<file path="src/rtl/lsq_frame_driver.sv">
// Initiator for the leastsquares strobe interface: buffers (a,b) pairs, sequences
// clear/accumulate/finish strobes, waits for done and presents the captured result.
module lsq_frame_driver #(
    parameter int unsigned N_PAIRS    = 100,
    parameter int unsigned FIFO_DEPTH = 16,
    parameter int unsigned STROBE_GAP = 2,
    parameter int unsigned TIMEOUT    = 1024
) (
    input  logic        i_clk_n,
    input  logic        i_rst_n,
    input  logic        i_start,
    input  logic        i_in_valid,
    output logic        o_in_ready,
    input  logic [31:0] i_in_a,
    input  logic [31:0] i_in_b,
    output logic [31:0] o_lsq_a,
    output logic [31:0] o_lsq_b,
    output logic [1:0]  o_lsq_c,
    output logic        o_lsq_e,
    input  logic        i_lsq_d,
    input  logic [31:0] i_lsq_data,
    output logic        o_res_valid,
    input  logic        i_res_ready,
    output logic [31:0] o_res_data,
    output logic        o_res_err,
    output logic        o_busy
);

    localparam int unsigned AW = $clog2(FIFO_DEPTH);
    localparam int unsigned CW = $clog2(N_PAIRS + 1);
    localparam int unsigned GW = $clog2(STROBE_GAP + 1);
    localparam int unsigned TW = $clog2(TIMEOUT + 1);

    localparam logic [AW:0]   FULL     = (AW + 1)'(FIFO_DEPTH);
    localparam logic [CW-1:0] NP       = CW'(N_PAIRS);
    localparam logic [GW-1:0] GAP_LAST = GW'(STROBE_GAP - 1);
    localparam logic [TW-1:0] TO_LAST  = TW'(TIMEOUT - 1);

    localparam logic [1:0] CMD_ACC = 2'd0;
    localparam logic [1:0] CMD_FIN = 2'd1;
    localparam logic [1:0] CMD_CLR = 2'd2;

    typedef enum logic [2:0] {
        StIdle, StClear, StFeed, StFinish, StWaitD, StCapture, StResult
    } state_e;

    typedef enum logic [1:0] {PhLoad, PhSetup, PhHigh, PhGap} phase_e;

    state_e        r_state, w_state_nxt;
    phase_e        r_ph, w_ph_nxt;
    logic [GW-1:0] r_gap, w_gap_nxt;
    logic [CW-1:0] r_cnt, w_cnt_nxt;
    logic [TW-1:0] r_to, w_to_nxt;
    logic          r_d_s1, r_d_s2;

    logic [31:0]   r_lsq_a, r_lsq_b, w_a_nxt, w_b_nxt;
    logic [1:0]    r_lsq_c, w_c_nxt;
    logic          r_lsq_e, w_e_nxt;
    logic          r_res_valid, w_rv_nxt;
    logic [31:0]   r_res_data, w_rd_nxt;
    logic          r_res_err, w_re_nxt;
    logic          r_busy;
    logic          r_in_ready;

    logic [31:0]   r_mem_a [FIFO_DEPTH];
    logic [31:0]   r_mem_b [FIFO_DEPTH];
    logic [AW-1:0] r_wptr, r_rptr;
    logic [AW:0]   r_count, w_count_nxt;
    logic          w_push, w_pop, w_empty;

    assign w_push  = i_in_valid & r_in_ready;
    assign w_empty = (r_count == '0);

    always_comb begin
        w_count_nxt = r_count;
        if (w_push && !w_pop) begin
            w_count_nxt = r_count + 1'b1;
        end else if (!w_push && w_pop) begin
            w_count_nxt = r_count - 1'b1;
        end
    end

    always_ff @(posedge i_clk_n) begin
        if (w_push) begin
            r_mem_a[r_wptr] <= i_in_a;
            r_mem_b[r_wptr] <= i_in_b;
        end
    end

    always_ff @(posedge i_clk_n or negedge i_rst_n) begin
        if (!i_rst_n) begin
            r_wptr     <= '0;
            r_rptr     <= '0;
            r_count    <= '0;
            r_in_ready <= 1'b1;
        end else begin
            if (w_push) r_wptr <= r_wptr + 1'b1;
            if (w_pop)  r_rptr <= r_rptr + 1'b1;
            r_count    <= w_count_nxt;
            r_in_ready <= (w_count_nxt != FULL);
        end
    end

    // Each strobe: operands loaded, one setup cycle, e high one cycle, then the gap.
    always_comb begin
        w_state_nxt = r_state;
        w_ph_nxt    = r_ph;
        w_gap_nxt   = r_gap;
        w_cnt_nxt   = r_cnt;
        w_to_nxt    = r_to;
        w_a_nxt     = r_lsq_a;
        w_b_nxt     = r_lsq_b;
        w_c_nxt     = r_lsq_c;
        w_e_nxt     = 1'b0;
        w_rv_nxt    = r_res_valid;
        w_rd_nxt    = r_res_data;
        w_re_nxt    = r_res_err;
        w_pop       = 1'b0;
        unique case (r_state)
            StIdle: begin
                w_c_nxt = CMD_CLR;
                if (i_start) begin
                    w_state_nxt = StClear;
                    w_ph_nxt    = PhSetup;
                    w_cnt_nxt   = '0;
                end
            end
            StClear, StFeed, StFinish: begin
                unique case (r_ph)
                    PhLoad: begin
                        if (!w_empty) begin
                            w_pop    = 1'b1;
                            w_a_nxt  = r_mem_a[r_rptr];
                            w_b_nxt  = r_mem_b[r_rptr];
                            w_c_nxt  = CMD_ACC;
                            w_ph_nxt = PhSetup;
                        end
                    end
                    PhSetup: begin
                        w_e_nxt  = 1'b1;
                        w_ph_nxt = PhHigh;
                    end
                    PhHigh: begin
                        w_ph_nxt  = PhGap;
                        w_gap_nxt = '0;
                        if (r_state == StFeed) w_cnt_nxt = r_cnt + 1'b1;
                    end
                    PhGap: begin
                        if (r_gap != GAP_LAST) begin
                            w_gap_nxt = r_gap + 1'b1;
                        end else if (r_state == StClear) begin
                            w_state_nxt = StFeed;
                            w_ph_nxt    = PhLoad;
                        end else if (r_state == StFeed) begin
                            if (r_cnt == NP) begin
                                w_state_nxt = StFinish;
                                w_ph_nxt    = PhSetup;
                                w_c_nxt     = CMD_FIN;
                            end else begin
                                w_ph_nxt = PhLoad;
                            end
                        end else begin
                            w_state_nxt = StWaitD;
                            w_to_nxt    = '0;
                        end
                    end
                endcase
            end
            StWaitD: begin
                if (r_d_s2) begin
                    w_state_nxt = StCapture;
                end else if (r_to == TO_LAST) begin
                    w_state_nxt = StResult;
                    w_rv_nxt    = 1'b1;
                    w_rd_nxt    = '0;
                    w_re_nxt    = 1'b1;
                end else begin
                    w_to_nxt = r_to + 1'b1;
                end
            end
            StCapture: begin
                w_state_nxt = StResult;
                w_rv_nxt    = 1'b1;
                w_rd_nxt    = i_lsq_data;
                w_re_nxt    = 1'b0;
            end
            StResult: begin
                if (r_res_valid && i_res_ready) begin
                    w_state_nxt = StIdle;
                    w_rv_nxt    = 1'b0;
                    w_c_nxt     = CMD_CLR;
                end
            end
            default: w_state_nxt = StIdle;
        endcase
    end

    always_ff @(posedge i_clk_n or negedge i_rst_n) begin
        if (!i_rst_n) begin
            r_state     <= StIdle;
            r_ph        <= PhSetup;
            r_gap       <= '0;
            r_cnt       <= '0;
            r_to        <= '0;
            r_d_s1      <= 1'b0;
            r_d_s2      <= 1'b0;
            r_lsq_a     <= '0;
            r_lsq_b     <= '0;
            r_lsq_c     <= CMD_CLR;
            r_lsq_e     <= 1'b0;
            r_res_valid <= 1'b0;
            r_res_data  <= '0;
            r_res_err   <= 1'b0;
            r_busy      <= 1'b0;
        end else begin
            r_state     <= w_state_nxt;
            r_ph        <= w_ph_nxt;
            r_gap       <= w_gap_nxt;
            r_cnt       <= w_cnt_nxt;
            r_to        <= w_to_nxt;
            r_d_s1      <= i_lsq_d;
            r_d_s2      <= r_d_s1;
            r_lsq_a     <= w_a_nxt;
            r_lsq_b     <= w_b_nxt;
            r_lsq_c     <= w_c_nxt;
            r_lsq_e     <= w_e_nxt;
            r_res_valid <= w_rv_nxt;
            r_res_data  <= w_rd_nxt;
            r_res_err   <= w_re_nxt;
            r_busy      <= (w_state_nxt != StIdle);
        end
    end

    assign o_in_ready  = r_in_ready;
    assign o_lsq_a     = r_lsq_a;
    assign o_lsq_b     = r_lsq_b;
    assign o_lsq_c     = r_lsq_c;
    assign o_lsq_e     = r_lsq_e;
    assign o_res_valid = r_res_valid;
    assign o_res_data  = r_res_data;
    assign o_res_err   = r_res_err;
    assign o_busy      = r_busy;

endmodule
</file>
<file path="config.mk">
export PLATFORM = sky130hd
export DESIGN_NAME = lsq_frame_driver
export DESIGN_NICKNAME = d
export VERILOG_FILES = /design/src/rtl/lsq_frame_driver.sv
export SDC_FILE = /design/constraint.sdc
export NUM_CORES = 1
export LEC_CHECK = 0
export BUFFER_PORTS_ARGS = -buffer_cell sky130_fd_sc_hd__buf_2
export CORE_MARGIN = 2
export CORE_UTILIZATION = 50
export DETAILED_ROUTE_END_ITERATION = 12
export GPL_ROUTABILITY_DRIVEN = 0
export GPL_TIMING_DRIVEN = 0
export PLACE_DENSITY = 0.66
export RECOVER_POWER = 100
export SYNTH_ARGS = -nofsm -noshare
export SYNTH_HDL_FRONTEND = slang
export SYNTH_SLANG_ARGS = --single-unit
</file>
<file path="constraint.sdc">
create_clock -name i_clk_n -period 4.1 [get_ports i_clk_n]
set_clock_uncertainty 0.05 [all_clocks]
set_input_delay 0.82 -clock i_clk_n [delete_from_list [all_inputs] [get_ports i_clk_n]]
set_output_delay 0.82 -clock i_clk_n [all_outputs]
set_load 0.05 [all_outputs]
</file>
==> summary.md, run 1 <==
| Metric | Value |
|---|---|
| CTS resizes | `0` |
| Critical Path Source Type | `flop` |
| First-pass GRT wire length | `151000 um` |
| Min-delay worst type | `in2reg` |
| Setup-violating endpoint count in the final report | `0` |
| Synth area leaders | `edfxtp_1 69%, mux4_2 13%, dfrtp_1 7.9%` |
| Register area share after synthesis | `0.772` |
| Met1 Usage GRT | `0.305` |
| Number of clock sinks | `1167` |
| Final Critical Period | `3.51 ns` |
| Share of layout cells above drive strength 1 | `0.212` |
| Filler Cell Count | `6506` |
| Via density | `6.03` |
| FF+latch area | `34300 um2` |
| WP data required | `4.56 ns` |
| Number of global-route vias before repair | `23000` |
| P_leak | `16.7 nW` |
| Die ar. | `91400 um2` |
| Largest net degree at the start of global routing | `89` |
| Fmax | `285 MHz` |
| Worst Path Buf+Inv | `3` |
| Final Non-Filler Cells | `3656` |
| Pins Over Slew Limit | `424` |
| Total track usage | `0.229` |
| Most used cell, CP | `clkbuf_1` |
| Routed Wire Length | `103000 um` |
| Core Footprint | `88200 um2` |
| Top FF cell, synth | `edfxtp_1` |
| Clock Latency Late Sink | `0.69 ns` |
| Synth area leader | `edfxtp_1` |
| Initial drt markers | `2075` |
| # IOs | `205` |
| Peak supply drop | `0.413 mV` |
| Unique cell type count in the Yosys netlist | `59` |
| Worst Tran Pin Value | `2.76 ns` |
| GR peak layer | `met2` |
| Clk buf depth | `3` |
| CTS tree | `yes` |
| Post-Synthesis Cell Area | `44500 um2` |
| Residual DRC | `0` |
| Failing checks | `max-capacitance violations, max-slew violations` |
| Hold-fix buffers, CTS | `0` |
| Initial antenna violation count | `13` |
| Top delay family on crit path | `simple AND/OR/NAND/NOR gates` |
| Root Buffer | `clkbuf_16` |
| Area delta synth->final | `13.8%` |
| Maxcap violations | `11` |
| Detailed Place HPWL | `59700 um` |
| Final Hold Viols | `0` |
| # rows | `109` |
| GRT met3 Usage | `0.0412` |
| Final core occ | `0.574` |
| Crit end category | `flop` |
| Syn Inst Count | `2050` |
| Worst path slowest cell | `nand2_1` |
| CP max FO | `10` |
| Largest stage delay, worst path | `0.71 ns` |
| Grt met2 use | `0.389` |
| Die width | `302 um` |
| Num CTS Buffers | `114` |
| Post-synth EDFFs | `1024` |
| Worst rel slew slack | `-0.839` |
| H-Tree Depth | `3` |
| Critical path cell sequence | `inv_1, ha_1, or4b_1, and3_1, clkbuf_1, nand2_1, clkbuf_1, o221ai_1` |
| Nets | `2506` |
| Top cell type's share of synthesized area | `0.691` |
| # Post-CTS Setup Buffers | `0` |
| WL/cell | `28.3 um` |
| Final period utilization | `0.856` |
| First-pass iteration count of the detailed router | `5` |
| Via count | `22000` |
| Kind of critical path | `reg2reg` |
| Die Y | `302 um` |
| WHS | `0.204 ns` |
| IO buf count | `204` |
| Arr. time, crit path | `3.98 ns` |
| Status | `finished, violations left` |
| GRT overflow | `0` |
| Post-synthesis net count | `2169` |
| RSZ-0062 raised after global routing | `no` |
| Pwr dens | `718 nW/um2` |
| Mean post-synth cell area | `21.7 um2` |
| Initial Util | `0.504` |
| Antenna violation net count after detailed routing | `0` |
| Dpl cells | `3436` |
| Multi-input gate area | `9590 um2` |
| Clock slew at reported path FFs | `0.06 ns` |
| Number of synthesized register bits | `1167` |
| Ys async rst share | `0.123` |
| Yosys warns | `0` |
[cells in the mapped netlist, types with 2 or more instances]
cell         n
clkbuf_1    49
nand3b_1     2
nor4_1       5
buf_6        2
and3_1       5
a21o_1       2
a22o_1      34
mux2i_1    134
nor2_1      20
nand2_1     88
buf_1        7
dfrtp_1    140
a21oi_1     11
o31ai_1      3
or3_1        4
ha_1        17
and2_1      15
dfstp_2      3
mux4_2     256
or2_2        2
o32a_1       2
xnor2_1     17
nand4_1      6
nor3_1      10
buf_4        2
and4_1       2
nand3_1      9
o221ai_1    64
xor2_1       5
buf_2       52
edfxtp_1  1024
o21ai_0     13
maj3_1       2
nor3b_1      3
inv_1       16
[area by class of cell]
type,instances,area share
sequential,1167,0.678
multi-input combinational,755,0.190
clock buffer,169,0.0639
tap,1165,0.0288
timing repair buffer,221,0.0231
buffer,112,0.00952
clock inverter,45,0.00563
inverter,16,0.00119
antenna,6,0.000297
[registers in the layout, summed over array words and instances (netlist names)]
register and cells:
r_mem_a 512, r_mem_b 512, o_lsq_a 32, o_lsq_b 32
o_res_data 32, r_to 11, r_cnt 7, r_count 5
r_rptr 4, r_wptr 4, r_state 3, o_lsq_c 2
r_gap 2, r_ph 2, o_busy 1, o_in_ready 1
o_lsq_e 1, o_res_err 1, o_res_valid 1, r_d_s1 1
r_d_s2 1
[final timing paths]
path / to / slack (ns) / cells after the start / startpoint
min in group asynchronous: o_res_data[2]$_DFFE_PN0P_ / 0.93 / 1 / i_rst_n
setup reg to reg: o_lsq_a[1]$_DFFE_PN0P_ / 0.59 / 8 / r_count[1]$_DFF_PN0_
hold reg to reg: r_d_s2$_DFF_PN0_ / 0.30 / 0 / r_d_s1$_DFF_PN0_
setup / recovery: o_lsq_a[1]$_DFFE_PN0P_ / 0.59 / 8 / r_count[1]$_DFF_PN0_
max in group asynchronous: o_lsq_b[10]$_DFFE_PN0P_ / 1.39 / 1 / i_rst_n
hold / removal: r_d_s1$_DFF_PN0_ / 0.20 / 1 / i_lsq_d
[logic make-up after synthesis]
family / count (synthesis) / share of synthesized area
AOI/OAI and AO/OA: 139 / 0.0252
xor gates and xnor gates: 22 / 0.00433
adders and majority gates: 19 / 0.00523
buffers and inverters: 128 / 0.0128
DFF: 1167 / 0.772
muxes: 391 / 0.160
and+or+nand+nor: 184 / 0.0208
[per-stage QoR]
stage | area, um2 | total power, mW | setup slack, ns | TNS (ns)
after global routing | 50600 | 37.9 | 0.443 | 0
final | 50600 | 36.3 | 0.590 | 0
after detailed placement | 47500 | 27.1 | 0.999 | 0
after global placement | 47000 | 26.7 | -1.28 | -1243.50
after floorplan | 44500 | 23.3 | 0.835 | 0
after CTS | 51000 | 36.9 | 1.04 | 0
[worst reg2reg max path, delay by kind of cell (launching register included)]
family | cells | cell delay [ns]
buf+inv | 3 | 1.05
simple gates | 3 | 1.43
compound gates | 1 | 0.22
flops | 1 | 0.42
fa+ha+maj | 1 | 0.16
[layer usage]
layer  up-vias  wire [um]  share of wire
met5         -         91        0.00088
met4        14       2890          0.028
met3       209       6630          0.064
met2       856      52200           0.50
met1     11700      41600           0.40
li1       9223          -              -
[cell usage in the layout (no fill, tap or decap), types with 6 or more instances in the layout]
cell type	netlist	final
edfxtp_1	1024	1024
clkbuf_1	49	272
mux4_2	256	256
dfrtp_1	140	140
mux2i_1	134	134
clkbuf_16	0	117
nand2_1	88	88
buf_2	52	76
o221ai_1	64	64
a22o_1	34	34
nor2_1	20	20
clkinv_2	0	20
xnor2_1	17	17
ha_1	17	17
inv_1	16	16
clkinv_1	0	16
o21ai_0	13	13
a21oi_1	11	11
clkbuf_8	0	11
nor3_1	10	10
buf_16	0	10
nand3_1	9	9
diode_2	0	6
nand4_1	6	6
and3_1	5	6
nor4_1	5	6
and2_2	0	6
buf_1	7	6
[power by group]
| group | switching [mW] | internal [mW] | leakage, nW | total [mW] |
|---|---|---|---|---|
| combinational | 7.08 | 4.17 | 3.93 | 11.2 |
| clock | 4.33 | 5.52 | 1.73 | 9.84 |
| sequential | 0.642 | 14.6 | 11.1 | 15.3 |
Power figures use the tool's default switching activity.
==> inputs of run 2 (changes only) <==
--- a/config.mk
+++ b/config.mk
@@ -11,7 +11,7 @@
 export DETAILED_ROUTE_END_ITERATION = 12
 export GPL_ROUTABILITY_DRIVEN = 0
 export GPL_TIMING_DRIVEN = 0
-export PLACE_DENSITY = 0.66
+export PLACE_DENSITY = 0.73
 export RECOVER_POWER = 100
 export SYNTH_ARGS = -nofsm -noshare
 export SYNTH_HDL_FRONTEND = slang
==> summary.md, run 2 (synthesis gave the netlist of run 1 again) <==
| Metric | Value |
|---|---|
| Commonest non-fill, non-tap cell in the layout | `edfxtp_1` |
| Setup WS post-layout | `0.550 ns (-0.0395 ns)` |
| Crit end category | `flop` |
| Arr. time, crit path | `3.96 ns (-0.02 ns)` |
| Final Critical Period | `3.55 ns (+0.0395 ns)` |
| Power Total | `36.9 mW (+1.5%)` |
| Pwr dens | `726 nW/um2 (+1.1%)` |
| Worst rel slew slack | `-1.14 (-0.299)` |
| WP data required | `4.51 ns (-0.05 ns)` |
| CTS tree | `yes` |
| Failing checks | `max-capacitance violations, max-slew violations` |
| # rows | `109 (unchanged)` |
| Antenna violation net count after detailed routing | `0 (unchanged)` |
| GRT overflow | `0 (unchanged)` |
| Initial antenna violation count | `13 (unchanged)` |
| Worst Tran Pin Value | `3.21 ns (+0.449 ns)` |
| Share of layout cells above drive strength 1 | `0.212 (+0.000744)` |
| Core Footprint | `88200 um2 (unchanged)` |
| Hold Path End | `r_d_s1$_DFF_PN0_` |
| Detailed Place HPWL | `60000 um (+0.60%)` |
| Fmax | `282 MHz (-1.1%)` |
| # Post-CTS Setup Buffers | `0 (unchanged)` |
| Initial Util | `0.504 (unchanged)` |
| Clock slew at reported path FFs | `0.06 ns (about the same)` |
| Peak supply drop | `0.504 mV (+22%)` |
| First-pass GRT wire length | `152000 um (+0.12%)` |
| Largest stage delay, worst path | `0.70 ns (about the same)` |
| Via count | `22400 (+1.6%)` |
| Commonest cells after routing, fill and taps aside | `1024 x edfxtp_1, 258 x clkbuf_1, 256 x mux4_2` |
| Initial drt markers | `2276 (+9.7%)` |
| Number of clock sinks | `1167 (unchanged)` |
| WHS | `0.216 ns (+0.0122 ns)` |
| Reg2reg end | `o_lsq_b[23]$_DFFE_PN0P_` |
| Routed Wire Length | `105000 um (+1.3%)` |
| WL/cell | `28.7 um (+1.5%)` |
| Area delta synth->final | `14.3%` |
| Nets | `2502 (-0.16%)` |
| Reg-to-reg setup timing slack | `0.55 ns (-0.04 ns)` |
| P_leak | `16.8 nW (+0.58%)` |
| Die width | `302 um (unchanged)` |
| IO buf count | `204 (unchanged)` |
| Critical Path Source Type | `flop` |
| Via density | `6.14 (+1.8%)` |
| Clk buf depth | `3 (unchanged)` |
| RSZ-0062 raised after global routing | `no` |
| Status | `finished, violations left` |
| Most used cell, CP | `clkbuf_1` |
| Residual DRC | `0 (unchanged)` |
| Setup-violating endpoint count in the final report | `0 (unchanged)` |
| Pins Over Slew Limit | `407 (-4.0%)` |
| Root Buffer | `clkbuf_16` |
| Maxcap violations | `14 (+3)` |
| Min-delay worst type | `in2reg` |
| Final Hold Viols | `0 (unchanged)` |
| Critical path cell sequence | `inv_1, ha_1, or4b_1, and3_1, clkbuf_1, nand2_1, clkbuf_1, o221ai_1` |
| Die ar. | `91400 um2 (unchanged)` |
| CP max FO | `10 (unchanged)` |
| Kind of critical path | `reg2reg` |
| Clock Latency Late Sink | `0.69 ns (about the same)` |
| Final period utilization | `0.866 (+0.00964)` |
| # IOs | `205 (unchanged)` |
| Num CTS Buffers | `110 (-3.5%)` |
| Worst Hold Depth | `1 (unchanged)` |
| Top flop regs | `r_mem_a: 512 flops, r_mem_b: 512 flops` |
| Largest net degree at the start of global routing | `92 (+3.4%)` |
| Post-layout instance area | `50800 um2 (+0.42%)` |
| Total track usage | `0.230 (+0.000799)` |
| Pre-CTS setup slack | `1.07 ns (+0.0676 ns)` |
| RR Startpoint | `r_count[1]$_DFF_PN0_` |
| Hold-fix buffers, CTS | `0 (unchanged)` |
| H-Tree Depth | `3 (unchanged)` |
| Placed Area | `47500 um2 (about the same)` |
| R2R depth | `8 (unchanged)` |
| CTS resizes | `0 (unchanged)` |
| Worst path slowest cell | `clkbuf_1` |
| Die Y | `302 um (unchanged)` |
| First-pass iteration count of the detailed router | `5 (unchanged)` |
| Critical hold path startpoint | `i_lsq_d` |
| Number of global-route vias before repair | `22900 (-0.36%)` |
==> run 2: cell types whose count changed in the layout (fill, tap and decap cells not counted), moves of 3 or more <==
cell	change
bufinv_16	+10
clkinv_16	+4
clkbuf_1	-14
buf_16	+3
clkinv_2	+3
buf_12	-3
and2_2	-6
clkbuf_16	-6
and2_1	+6
==> run 2: worst max-delay path: cells and delay by family (launching register included) <==
kind            cells  cell delay [ns]
flops               1             0.43
simple gates        3             1.35
compound gates      1             0.23
fa+ha+maj           1             0.16
buf+inv             3             1.12
==> run 2: worst max-delay path by stage <==
stage,start,end
floorplan,i_in_valid,r_mem_a[10][0]$_DFFE_PP_
global placement,i_in_valid,r_mem_b[6][10]$_DFFE_PP_
detailed placement,r_rptr[1]$_DFFE_PN0P_,o_lsq_a[21]$_DFFE_PN0P_
CTS,r_rptr[1]$_DFFE_PN0P_,o_lsq_b[23]$_DFFE_PN0P_
global route,r_count[1]$_DFF_PN0_,o_lsq_b[23]$_DFFE_PN0P_
finish,r_count[1]$_DFF_PN0_,o_lsq_b[23]$_DFFE_PN0P_
==> run 2: cell type report <==
class                      instances  area, um2
fill                            6288      37400
sequential                      1167      34300
multi-input combinational        755       9590
clock buffer                     148       3020
tap                             1165       1460
timing repair buffer             221       1200
clock inverter                    62        697
buffer                           112        483
inverter                          16       60.1
antenna                            4       10.0
==> run 2: per-stage QoR <==
stage | TNS [ns] | cells | util
final | 0 | 3650 | 0.576
after global routing | 0 | 3648 | 0.576
after CTS | 0 | 3646 | 0.580
after detailed placement | 0 | 3436 | 0.538
after global placement | -1208.75 | 3419 | 0.532
after floorplan | 0 | 2050 | -
==> run 2: routing by layer <==
metal	track usage	routed length [um]
met3	0.0516	8850
met1	0.299	39500
met4	0.0711	2590
met5	0	131
met2	0.390	53700
==> run 2: power by group <==
part / leakage (nW) / switching (mW) / internal (mW)
Sequential: 11.1 / 0.652 / 14.6
Clock: 1.81 / 4.41 / 5.90
Combinational: 3.94 / 7.15 / 4.17
